File: src/rtl/aes_pkg.sv
// Shared types and constants for the AES round-key store.
// Build option: AES_KSTORE_ZEROIZE_EN clears the key store on reset and on load_start.
package aes_pkg;

   localparam int KEY_W    = 128;
   localparam int MAX_KEYS = 15;
   localparam int IDX_W    = 4;

   typedef enum logic [1:0] {
      KL_128 = 2'd0,
      KL_192 = 2'd1,
      KL_256 = 2'd2,
      KL_BAD = 2'd3
   } keylen_e;

   typedef enum logic [1:0] {
      S_IDLE,
      S_LOAD,
      S_READY,
      S_STREAM
   } kstore_state_e;

   // A return value of 0 marks an illegal key length
   function automatic logic [IDX_W-1:0] nkeys_f(keylen_e kl);
      logic [IDX_W-1:0] n;
      n = '0;
      case (kl)
         KL_128:  n = IDX_W'(11);
         KL_192:  n = IDX_W'(13);
         KL_256:  n = IDX_W'(15);
         default: n = '0;
      endcase
      return n;
   endfunction

endpackage

File: src/rtl/aes_rk_ram.sv
// Round-key store: one write port, one registered read port.
// Build option: AES_KSTORE_ZEROIZE_EN adds a zeroize input that clears every entry.
module aes_rk_ram
   import aes_pkg::*;
(
   input  logic             clk,
   input  logic             rst_n,
`ifdef AES_KSTORE_ZEROIZE_EN
   input  logic             zeroize,
`endif
   input  logic             we,
   input  logic [IDX_W-1:0] wr_addr,
   input  logic [KEY_W-1:0] wr_data,
   input  logic             re,
   input  logic [IDX_W-1:0] rd_addr,
   output logic [KEY_W-1:0] rd_data
);

   logic [KEY_W-1:0] mem [MAX_KEYS];

   // A write on the zeroize edge lands after the clear and survives
   always_ff @(posedge clk) begin
`ifdef AES_KSTORE_ZEROIZE_EN
      if (zeroize) begin
         for (int i = 0; i < MAX_KEYS; i++) begin
            mem[i] <= '0;
         end
      end
`endif
      if (we) begin
         mem[wr_addr] <= wr_data;
      end
   end

   always_ff @(posedge clk) begin
      if (!rst_n) begin
         rd_data <= '0;
      end else if (re) begin
         rd_data <= mem[rd_addr];
      end
   end

endmodule

File: src/rtl/aes_round_key_store.sv
// Captures an expanded AES key schedule and replays it forward or reverse.
// Build option: AES_KSTORE_ZEROIZE_EN zeroizes the store and masks out_key when idle.
module aes_round_key_store
   import aes_pkg::*;
(
   input  logic             clk,
   input  logic             rst_n,
   input  logic             load_start,
   input  logic [1:0]       keylen,
   input  logic             kx_valid,
   input  logic [IDX_W-1:0] kx_round,
   input  logic [KEY_W-1:0] kx_key,
   output logic             keys_valid,
   output logic             err,
   input  logic             stream_start,
   input  logic             dec,
   output logic             out_valid,
   input  logic             out_ready,
   output logic [KEY_W-1:0] out_key,
   output logic [IDX_W-1:0] out_round,
   output logic             out_last
);

   kstore_state_e    state;
   logic [IDX_W-1:0] nk_q;
   logic [IDX_W-1:0] wr_cnt;
   logic [IDX_W-1:0] rd_ptr;
   logic             dec_q;

   logic [IDX_W-1:0] nk_in;
   logic             legal_in;
   logic             loading;
   logic [IDX_W-1:0] wr_idx;
   logic [IDX_W-1:0] nk_cur;
   logic             wr_ok;
   logic             wr_bad;
   logic             wr_done;
   logic             start_ok;
   logic             hshake;
   logic [IDX_W-1:0] start_ptr;
   logic [IDX_W-1:0] nxt_ptr;
   logic [IDX_W-1:0] end_idx;
   logic             re;
   logic [IDX_W-1:0] rd_addr;
   logic [KEY_W-1:0] rd_data;

   assign nk_in    = nkeys_f(keylen_e'(keylen));
   assign legal_in = (nk_in != '0);

   // load_start restarts capture at index 0 in the same cycle
   assign loading = load_start ? legal_in : (state == S_LOAD);
   assign wr_idx  = load_start ? '0 : wr_cnt;
   assign nk_cur  = load_start ? nk_in : nk_q;
   assign wr_ok   = loading && kx_valid && (kx_round == wr_idx);
   assign wr_bad  = loading && kx_valid && (kx_round != wr_idx);
   assign wr_done = wr_ok && (wr_idx == nk_cur - IDX_W'(1));

   assign start_ok  = !load_start && stream_start && (state == S_READY);
   assign hshake    = (state == S_STREAM) && out_valid && out_ready;
   assign start_ptr = dec ? nk_q - IDX_W'(1) : '0;
   assign nxt_ptr   = dec_q ? rd_ptr - IDX_W'(1) : rd_ptr + IDX_W'(1);
   assign end_idx   = dec_q ? '0 : nk_q - IDX_W'(1);

   // Prefetch the next key on a handshake so beats sustain one per cycle
   assign re      = start_ok || (hshake && !out_last);
   assign rd_addr = start_ok ? start_ptr : nxt_ptr;

   aes_rk_ram u_ram (
      .clk     (clk),
      .rst_n   (rst_n),
`ifdef AES_KSTORE_ZEROIZE_EN
      .zeroize (!rst_n || load_start),
`endif
      .we      (wr_ok),
      .wr_addr (wr_idx),
      .wr_data (kx_key),
      .re      (re),
      .rd_addr (rd_addr),
      .rd_data (rd_data)
   );

   always_ff @(posedge clk) begin
      if (!rst_n) begin
         state      <= S_IDLE;
         nk_q       <= '0;
         wr_cnt     <= '0;
         rd_ptr     <= '0;
         dec_q      <= 1'b0;
         keys_valid <= 1'b0;
         err        <= 1'b0;
         out_valid  <= 1'b0;
         out_last   <= 1'b0;
      end else if (load_start) begin
         keys_valid <= 1'b0;
         out_valid  <= 1'b0;
         out_last   <= 1'b0;
         nk_q       <= nk_in;
         wr_cnt     <= wr_ok ? IDX_W'(1) : '0;
         err        <= !legal_in || wr_bad;
         state      <= (!legal_in || wr_bad) ? S_IDLE : S_LOAD;
      end else begin
         unique case (state)
            S_LOAD: begin
               if (wr_bad) begin
                  err   <= 1'b1;
                  state <= S_IDLE;
               end else if (wr_ok) begin
                  wr_cnt <= wr_cnt + IDX_W'(1);
                  if (wr_done) begin
                     keys_valid <= 1'b1;
                     state      <= S_READY;
                  end
               end
            end
            S_READY: begin
               if (start_ok) begin
                  state     <= S_STREAM;
                  dec_q     <= dec;
                  rd_ptr    <= start_ptr;
                  out_valid <= 1'b1;
                  out_last  <= 1'b0;
               end
            end
            S_STREAM: begin
               if (hshake) begin
                  if (out_last) begin
                     out_valid <= 1'b0;
                     out_last  <= 1'b0;
                     state     <= S_READY;
                  end else begin
                     rd_ptr   <= nxt_ptr;
                     out_last <= (nxt_ptr == end_idx);
                  end
               end
            end
            default: begin
            end
         endcase
      end
   end

   assign out_round = rd_ptr;

`ifdef AES_KSTORE_ZEROIZE_EN
   assign out_key = out_valid ? rd_data : '0;
`else
   assign out_key = rd_data;
`endif

endmodule
File: config.mk
export PLATFORM = sky130hd
export DESIGN_NAME = aes_round_key_store
export DESIGN_NICKNAME = d
export VERILOG_FILES = /design/src/rtl/aes_pkg.sv /design/src/rtl/aes_rk_ram.sv /design/src/rtl/aes_round_key_store.sv
export SDC_FILE = /design/constraint.sdc
export NUM_CORES = 2
export LEC_CHECK = 0
export ABC_AREA = 1
export BUFFER_PORTS_ARGS = -buffer_cell sky130_fd_sc_hd__buf_2
export CAP_MARGIN = 20
export CORE_UTILIZATION = 25
export CTS_CLUSTER_DIAMETER = 50
export DETAILED_ROUTE_END_ITERATION = 16
export GPL_ROUTABILITY_DRIVEN = 0
export HOLD_SLACK_MARGIN = 0.02
export SLEW_MARGIN = 20
export SYNTH_ARGS = -nofsm -noshare
export SYNTH_HDL_FRONTEND = slang
export SYNTH_HIERARCHICAL = 1
export SYNTH_SLANG_ARGS = --single-unit
File: constraint.sdc
create_clock -name clk -period 9.2 [get_ports clk]
set_clock_uncertainty 0.05 [all_clocks]
set_input_delay 1.84 -clock clk [delete_from_list [all_inputs] [get_ports clk]]
set_output_delay 1.84 -clock clk [all_outputs]
set_load 0.01 [all_outputs]
Word level (Yosys, flattened, before mapping)
Memory sizes are Yosys's and may differ from the RTL's. A register that Yosys moved wholly into a read port is not among the register bits.
Index checks and enable logic that the tools add are counted.
{"block": "op_classes", "n_eq_ne": 19, "addsub": 5, "n_reduce_logical": 31, "muxes": 39, "bitwise": 3}
{"op": "$mux W4", "count": 13}
{"op": "$mux W1", "count": 14}
{"op": "$mux W2", "count": 7}
{"op": "$eq A4 B4 Y1", "count": 3}
{"op": "$pmux W4 S3", "count": 1}
{"op": "$sub A4 B1 Y4 const B", "count": 3}
{"op": "$ne A2 B2 Y1 const B", "count": 5}
{"op": "$logic_and A1 B1 Y1", "count": 9}
{"op": "$ne A3 B3 Y1 const B", "count": 3}
{"op": "$reduce_and A3 Y1", "count": 3}
{"op": "$add A4 B1 Y4 const B", "count": 2}
{"op": "$ne A4 B4 Y1 const B", "count": 2}
{"op": "$pmux W4 S2", "count": 1}
{"op": "$reduce_and A4 Y1", "count": 2}
{"op": "$reduce_bool A2 Y1", "count": 4}
{"op": "$reduce_bool A4 Y1", "count": 2}
{"op": "$eq A2 B2 Y1 const B", "count": 3}
{"op": "$pmux W2 S3", "count": 1}
{"op": "$reduce_and A6 Y1", "count": 1}
{"op": "$reduce_and A5 Y1", "count": 1}
{"op": "$eq A2 B1 Y1 const B", "count": 2}
{"op": "$logic_not A1 Y1", "count": 4}
{"op": "$ne A4 B4 Y1", "count": 1}
{"op": "$pmux W1 S2", "count": 2}
{"op": "5 further kinds", "count": 8}
{"block": "word_totals", "memories": 1, "ramBits": 1920, "output_inout_bits": 136, "input_bits": 141, "regBits": 19, "wordCells": 107}
{"memory": "u_ram.mem", "depth": 15, "word_bits": 128, "read_ports": 1, "rd_clocked_by_memory_dff": 1, "write_ports": 1, "line": "aes_rk_ram.sv:19", "rtl": "logic [KEY_W-1:0] mem [MAX_KEYS];"}

Longest topological paths before layout
{"block": "logic_depth", "depth_word": 12, "ltp_mapped": 19, "depth_no_buf": 18}

Hierarchy
Netlist, hierarchy kept.
{"mod": "aes_rk_ram", "instances": 1, "area_each_um2": 83206.1, "seq_area_each_um2": 60217.8, "cells_each": 7547}
{"mod": "aes_round_key_store", "instances": 1, "area_each_um2": 1600.3, "seq_area_each_um2": 380.4, "cells_each": 241}

Worst setup path after synthesis
No wires, ideal clock.
{"block": "synth_timing", "kind": "in2reg", "from": "input keylen[0]", "to": "memory u_ram.mem[10][0] (enable)", "path_buffers": 0, "cell_stages": 8, "setup_slack_ns": 0.554, "arrival_time_ns": 7.979, "required_time_ns": 8.533, "setup_ns": 0.617, "cell_sequence": "ha_1 -> nand2_1 -> nand2_1 -> nor2_4 -> nand3_2 -> clkinv_1 -> nand3b_1 -> nor2_1"}
{"block": "synth_between", "elab_chain_len": 8, "word_cells_on_any_way": 10, "classes_between": "2 x eq/ne; 4 x mux; 4 x reduce/logical"}
{"item": "start: declaration", "line": "aes_round_key_store.sv:9", "rtl": "input logic [1:0] keylen,"}
{"item": "$eq A2 B2 Y1, or another cell as far along", "line": "aes_pkg.sv:27", "rtl": "case (kl)"}
{"item": "$pmux W4 S3 *", "line": "aes_pkg.sv:27"}
{"item": "$reduce_bool A4 Y1 *", "line": "aes_round_key_store.sv:48", "rtl": "assign legal_in = (nk_in != '0);"}
{"item": "$mux W1 *", "line": "aes_round_key_store.sv:51", "rtl": "assign loading = load_start ? legal_in : (state == S_LOAD);"}
{"item": "$logic_and A1 B1 Y1 * (2 in series)", "line": "aes_round_key_store.sv:54", "rtl": "assign wr_ok = loading && kx_valid && (kx_round == wr_idx);"}
{"item": "via wr_ok", "line": "aes_round_key_store.sv:35", "rtl": "logic wr_ok;"}
{"item": "$mux W1 *", "line": "aes_rk_ram.sv:30", "rtl": "if (we) begin"}
{"item": "$mux W1 (implied by the code) *", "line": "aes_rk_ram.sv:31", "rtl": "mem[wr_addr] <= wr_data;"}
{"item": "end: declaration", "line": "aes_rk_ram.sv:19"}
The timed path passes the listed nets; every way through them passes the cells marked *.

Final worst setup path
{"block": "layout_timing", "from": "input load_start", "to": "register u_ram.rd_data[78], read port of u_ram.mem"}
{"block": "layout_between", "elab_chain_len": 4, "word_cells_on_any_way": 5, "classes_between": "1 x mux; 4 x reduce/logical"}
{"item": "start: declaration", "line": "aes_round_key_store.sv:8", "rtl": "input logic load_start,"}
{"item": "$logic_not A1 Y1", "line": "aes_round_key_store.sv:58", "rtl": "assign start_ok = !load_start && stream_start && (state == S_READY);"}
{"item": "$logic_and A1 B1 Y1 (2 in series)", "line": "aes_round_key_store.sv:58"}
{"item": "$mux W4", "line": "aes_round_key_store.sv:66", "rtl": "assign rd_addr = start_ok ? start_ptr : nxt_ptr;"}
{"item": "via rd_addr[0]", "line": "aes_round_key_store.sv:44", "rtl": "logic [IDX_W-1:0] rd_addr;"}
{"item": "end: declaration", "line": "aes_rk_ram.sv:16", "rtl": "output logic [KEY_W-1:0] rd_data"}
The timed path passes the listed nets, and every way through them passes these cells.
A chain may end at the register's enable or synchronous reset.

==> impl_metrics.tcl <==
set metrics [dict create \
    start_util 0.252 \
    rsz0062_at_grt "false" \
    grt_use_total 0.136 \
    first_pass_iters 5 \
    synth_enable_flop_cells 1920 \
    synth_top_area_share 0.680 \
    drive_above_1_share 0.103 \
    cts-root-buf "clkbuf_16" \
    cap_violations 0 \
    cts_resized 0 \
    yosysWarnings 6 \
    clkSlewWorstSetupHoldPaths_ns 0.06 \
    cp.arrival_ns 6.02 \
    grt_max_degree 193 \
    numCtsBuffers 243 \
    setup_violations 0 \
    place_area_sq_mm 0.0910 \
    die-area_sq_mm 0.342 \
    tritoncts "built" \
    hold_viol_final 0 \
    final_area_sq_mm 0.0990 \
    grt_first_pass_wirelength_mm 350 \
    syn_area_per_cell_sq_um 10.9 \
    port-buffer-count 276 \
    antenna_found_initial 81 \
    synth_seq_cells 2067 \
    ctsHoldBuffers 0 \
    period_share 0.573 \
    clk_latency_ns 0.89 \
    ios 277 \
    fp.dieH_microns 584 \
    min_to "keys_valid" \
    max_freq_ghz 0.190 \
    dpl.hpwl_mm 118 \
    yosys.area.top_type "edfxtp_1" \
    min_period_ns 5.27 \
    core.rowCount 213 \
    reg2reg_slack_ns 4.75 \
    syn-num-nets 7939 \
    power_per_cell_area_mw_per_mm2 211 \
    clockBufferDepth 4 \
    hold_class "register to register" \
    r2r_start "state[1]" \
    chipWidth_microns 584 \
    synth.distinct_cells 37 \
    r2r_cells 18 \
    p_leak_uw 0.0379 \
    drcViolationCount 0 \
    worstPathMaxFanout 192 \
    outcome "completed" \
    via_count 55400 \
    wirelength_mm 238 \
    hp-start "keys_valid" \
    synth_ff_type "edfxtp_1" \
    final_nets 8114 \
    viasPerCell 4.36 \
    cp.required_ns 9.95 \
    yosys-top-cells-area "edfxtp_1, nand2_1, nand3_1" \
    crit_path_end_kind "register" \
    r2r_end "u_ram/rd_data[78]" \
    finalSetupTns_ns 0 \
    ant_nets 0 \
    irDropWorstVdd_v 0.000174 \
    area_delta_synth_final_pct 16.8 \
    crit_type "input pin to register" \
    start_kind "input pin" \
    netlist_area_sq_mm 0.0848 \
    grt_pass1_vias 52200 \
    drv_slew 0 \
    core_area_sq_mm 0.337 \
    async_reset_ff_frac 0 \
    holdPathStages 2 \
    grt-ovfl-total 0 \
    cts_num_sinks 2067 \
    syn_inst 7788 \
    postCtsSetupBuffers 0 \
    drt_iter0_markers 4498 \
    yosysSeqAreaShare 0.715 \
    h-tree-depth 4 \
    wl_per_cell_microns 18.7 \
    max_slew_margin 0.231 \
    worstMarginPinSlew_ns 1.15 \
]
-- routing by layer --
metal / GRT usage / share of wire / up-vias
met5: 0 / 0.00095 / -
met1: 0.187 / 0.46 / 27000
met4: 0.0370 / 0.022 / 40
met2: 0.219 / 0.46 / 1463
met3: 0.0251 / 0.063 / 400
li1: - / - / 26400
-- layout make-up --
class | count | area, sq um
timing repair buffer | 368 | 2400
tap | 4515 | 5650
inverter | 550 | 2100
clock inverter | 158 | 1680
multi-input combinational | 4733 | 20200
fill | 34300 | 238000
antenna | 17 | 42.5
sequential | 2067 | 60600
clock buffer | 293 | 6350
-- cells in the final DEF, fill, tap and decap left out, types with 12 or more instances in the layout --
cell,synthesis,layout
clkbuf_1,140,43
nand3_1,1278,1278
or2_1,41,41
clkinv_1,2,37
nand2_1,2657,2655
edfxtp_1,1920,1920
nor2_4,7,22
buf_2,221,276
dfxtp_1,147,147
o21ai_1,12,12
a21oi_1,47,47
or2_2,42,42
clkinv_2,0,35
nor2_1,529,514
buf_4,35,66
buf_12,0,26
inv_6,0,18
clkinvlp_4,0,19
o21ai_0,73,70
clkinv_4,0,14
bufinv_16,0,22
clkbuf_16,0,244
diode_2,0,17
inv_1,541,540
-- Yosys cell counts (9+ instances only) --
cell type and instances:
o21ai_1 12, nor2_1 529, buf_1 34, buf_4 35, clkbuf_1 140, or2_1 41, o21ai_0 73, nand2_1 2657
nand3_1 1278, dfxtp_1 147, inv_1 541, ha_1 9, or2_2 42, buf_2 221, edfxtp_1 1920, a21oi_1 47
-- per-stage QoR --
step | total power (uW) | std cells | hold WS [ns] | util | worst slack [ns]
after floorplan | 11200 | 7788 | 0.424 | - | 0.554
after CTS | 21100 | 12700 | 0.402 | 0.294 | 4.09
after global placement | 11600 | 12200 | 0.390 | 0.270 | 3.17
after global routing | 21600 | 12700 | 0.423 | 0.294 | 3.64
after detailed placement | 11600 | 12200 | 0.393 | 0.270 | 3.11
final | 20900 | 12700 | 0.403 | 0.294 | 3.93
-- critical path, stage by stage --
cell and delay (ns):
buf_2 0.18, inv_2 0.31, nand2_2 0.16, nor2_8 0.21, inv_1 0.18, o21ai_4 0.28, buf_4 0.48, buf_12 0.60
buf_4 0.70, nand2_1 0.14, nand3_1 0.11, nand2_1 0.07, nand2_1 0.05, nand2_1 0.07, nand2_1 0.06, nand3_1 0.08
nand2_1 0.10, inv_1 0.04
-- worst max path at each step --
stage | cells after the start | to | from | slack (ns)
3_5_place_dp | 18 | u_ram/rd_data[77] | load_start | 3.11
6_report | 18 | u_ram/rd_data[78] | load_start | 3.93
2_1_floorplan | 8 | u_ram/mem[10][0] | keylen[0] | 0.55
4_1_cts | 18 | u_ram/rd_data[77] | load_start | 4.09
5_1_grt | 18 | u_ram/rd_data[78] | load_start | 3.64
3_3_place_gp | 18 | u_ram/rd_data[78] | load_start | 3.17
-- logic make-up after synthesis --
family | count (synthesis) | share of synthesized area
xor gates and xnor gates | 6 | 0.000620
adders and majority gates | 10 | 0.00156
DFF | 2067 | 0.715
buffers and inverters | 988 | 0.0490
AOI/OAI and AO/OA | 139 | 0.00845
and+or+nand+nor | 4578 | 0.226
-- registers in the layout, indices dropped and copies added, names as in the netlist, 2 cells and up --
signal / flops
nk_q: 4
u_ram/rd_data: 128
u_ram/mem: 1920
wr_cnt: 4
state: 2
out_round: 4
-- report_power, final --
group	internal [uW]	switching, uW
Clock	5580	3960
Combinational	290	773
Sequential	10300	17.1
Total	16200	4750
(Power assumes the default switching activity.)
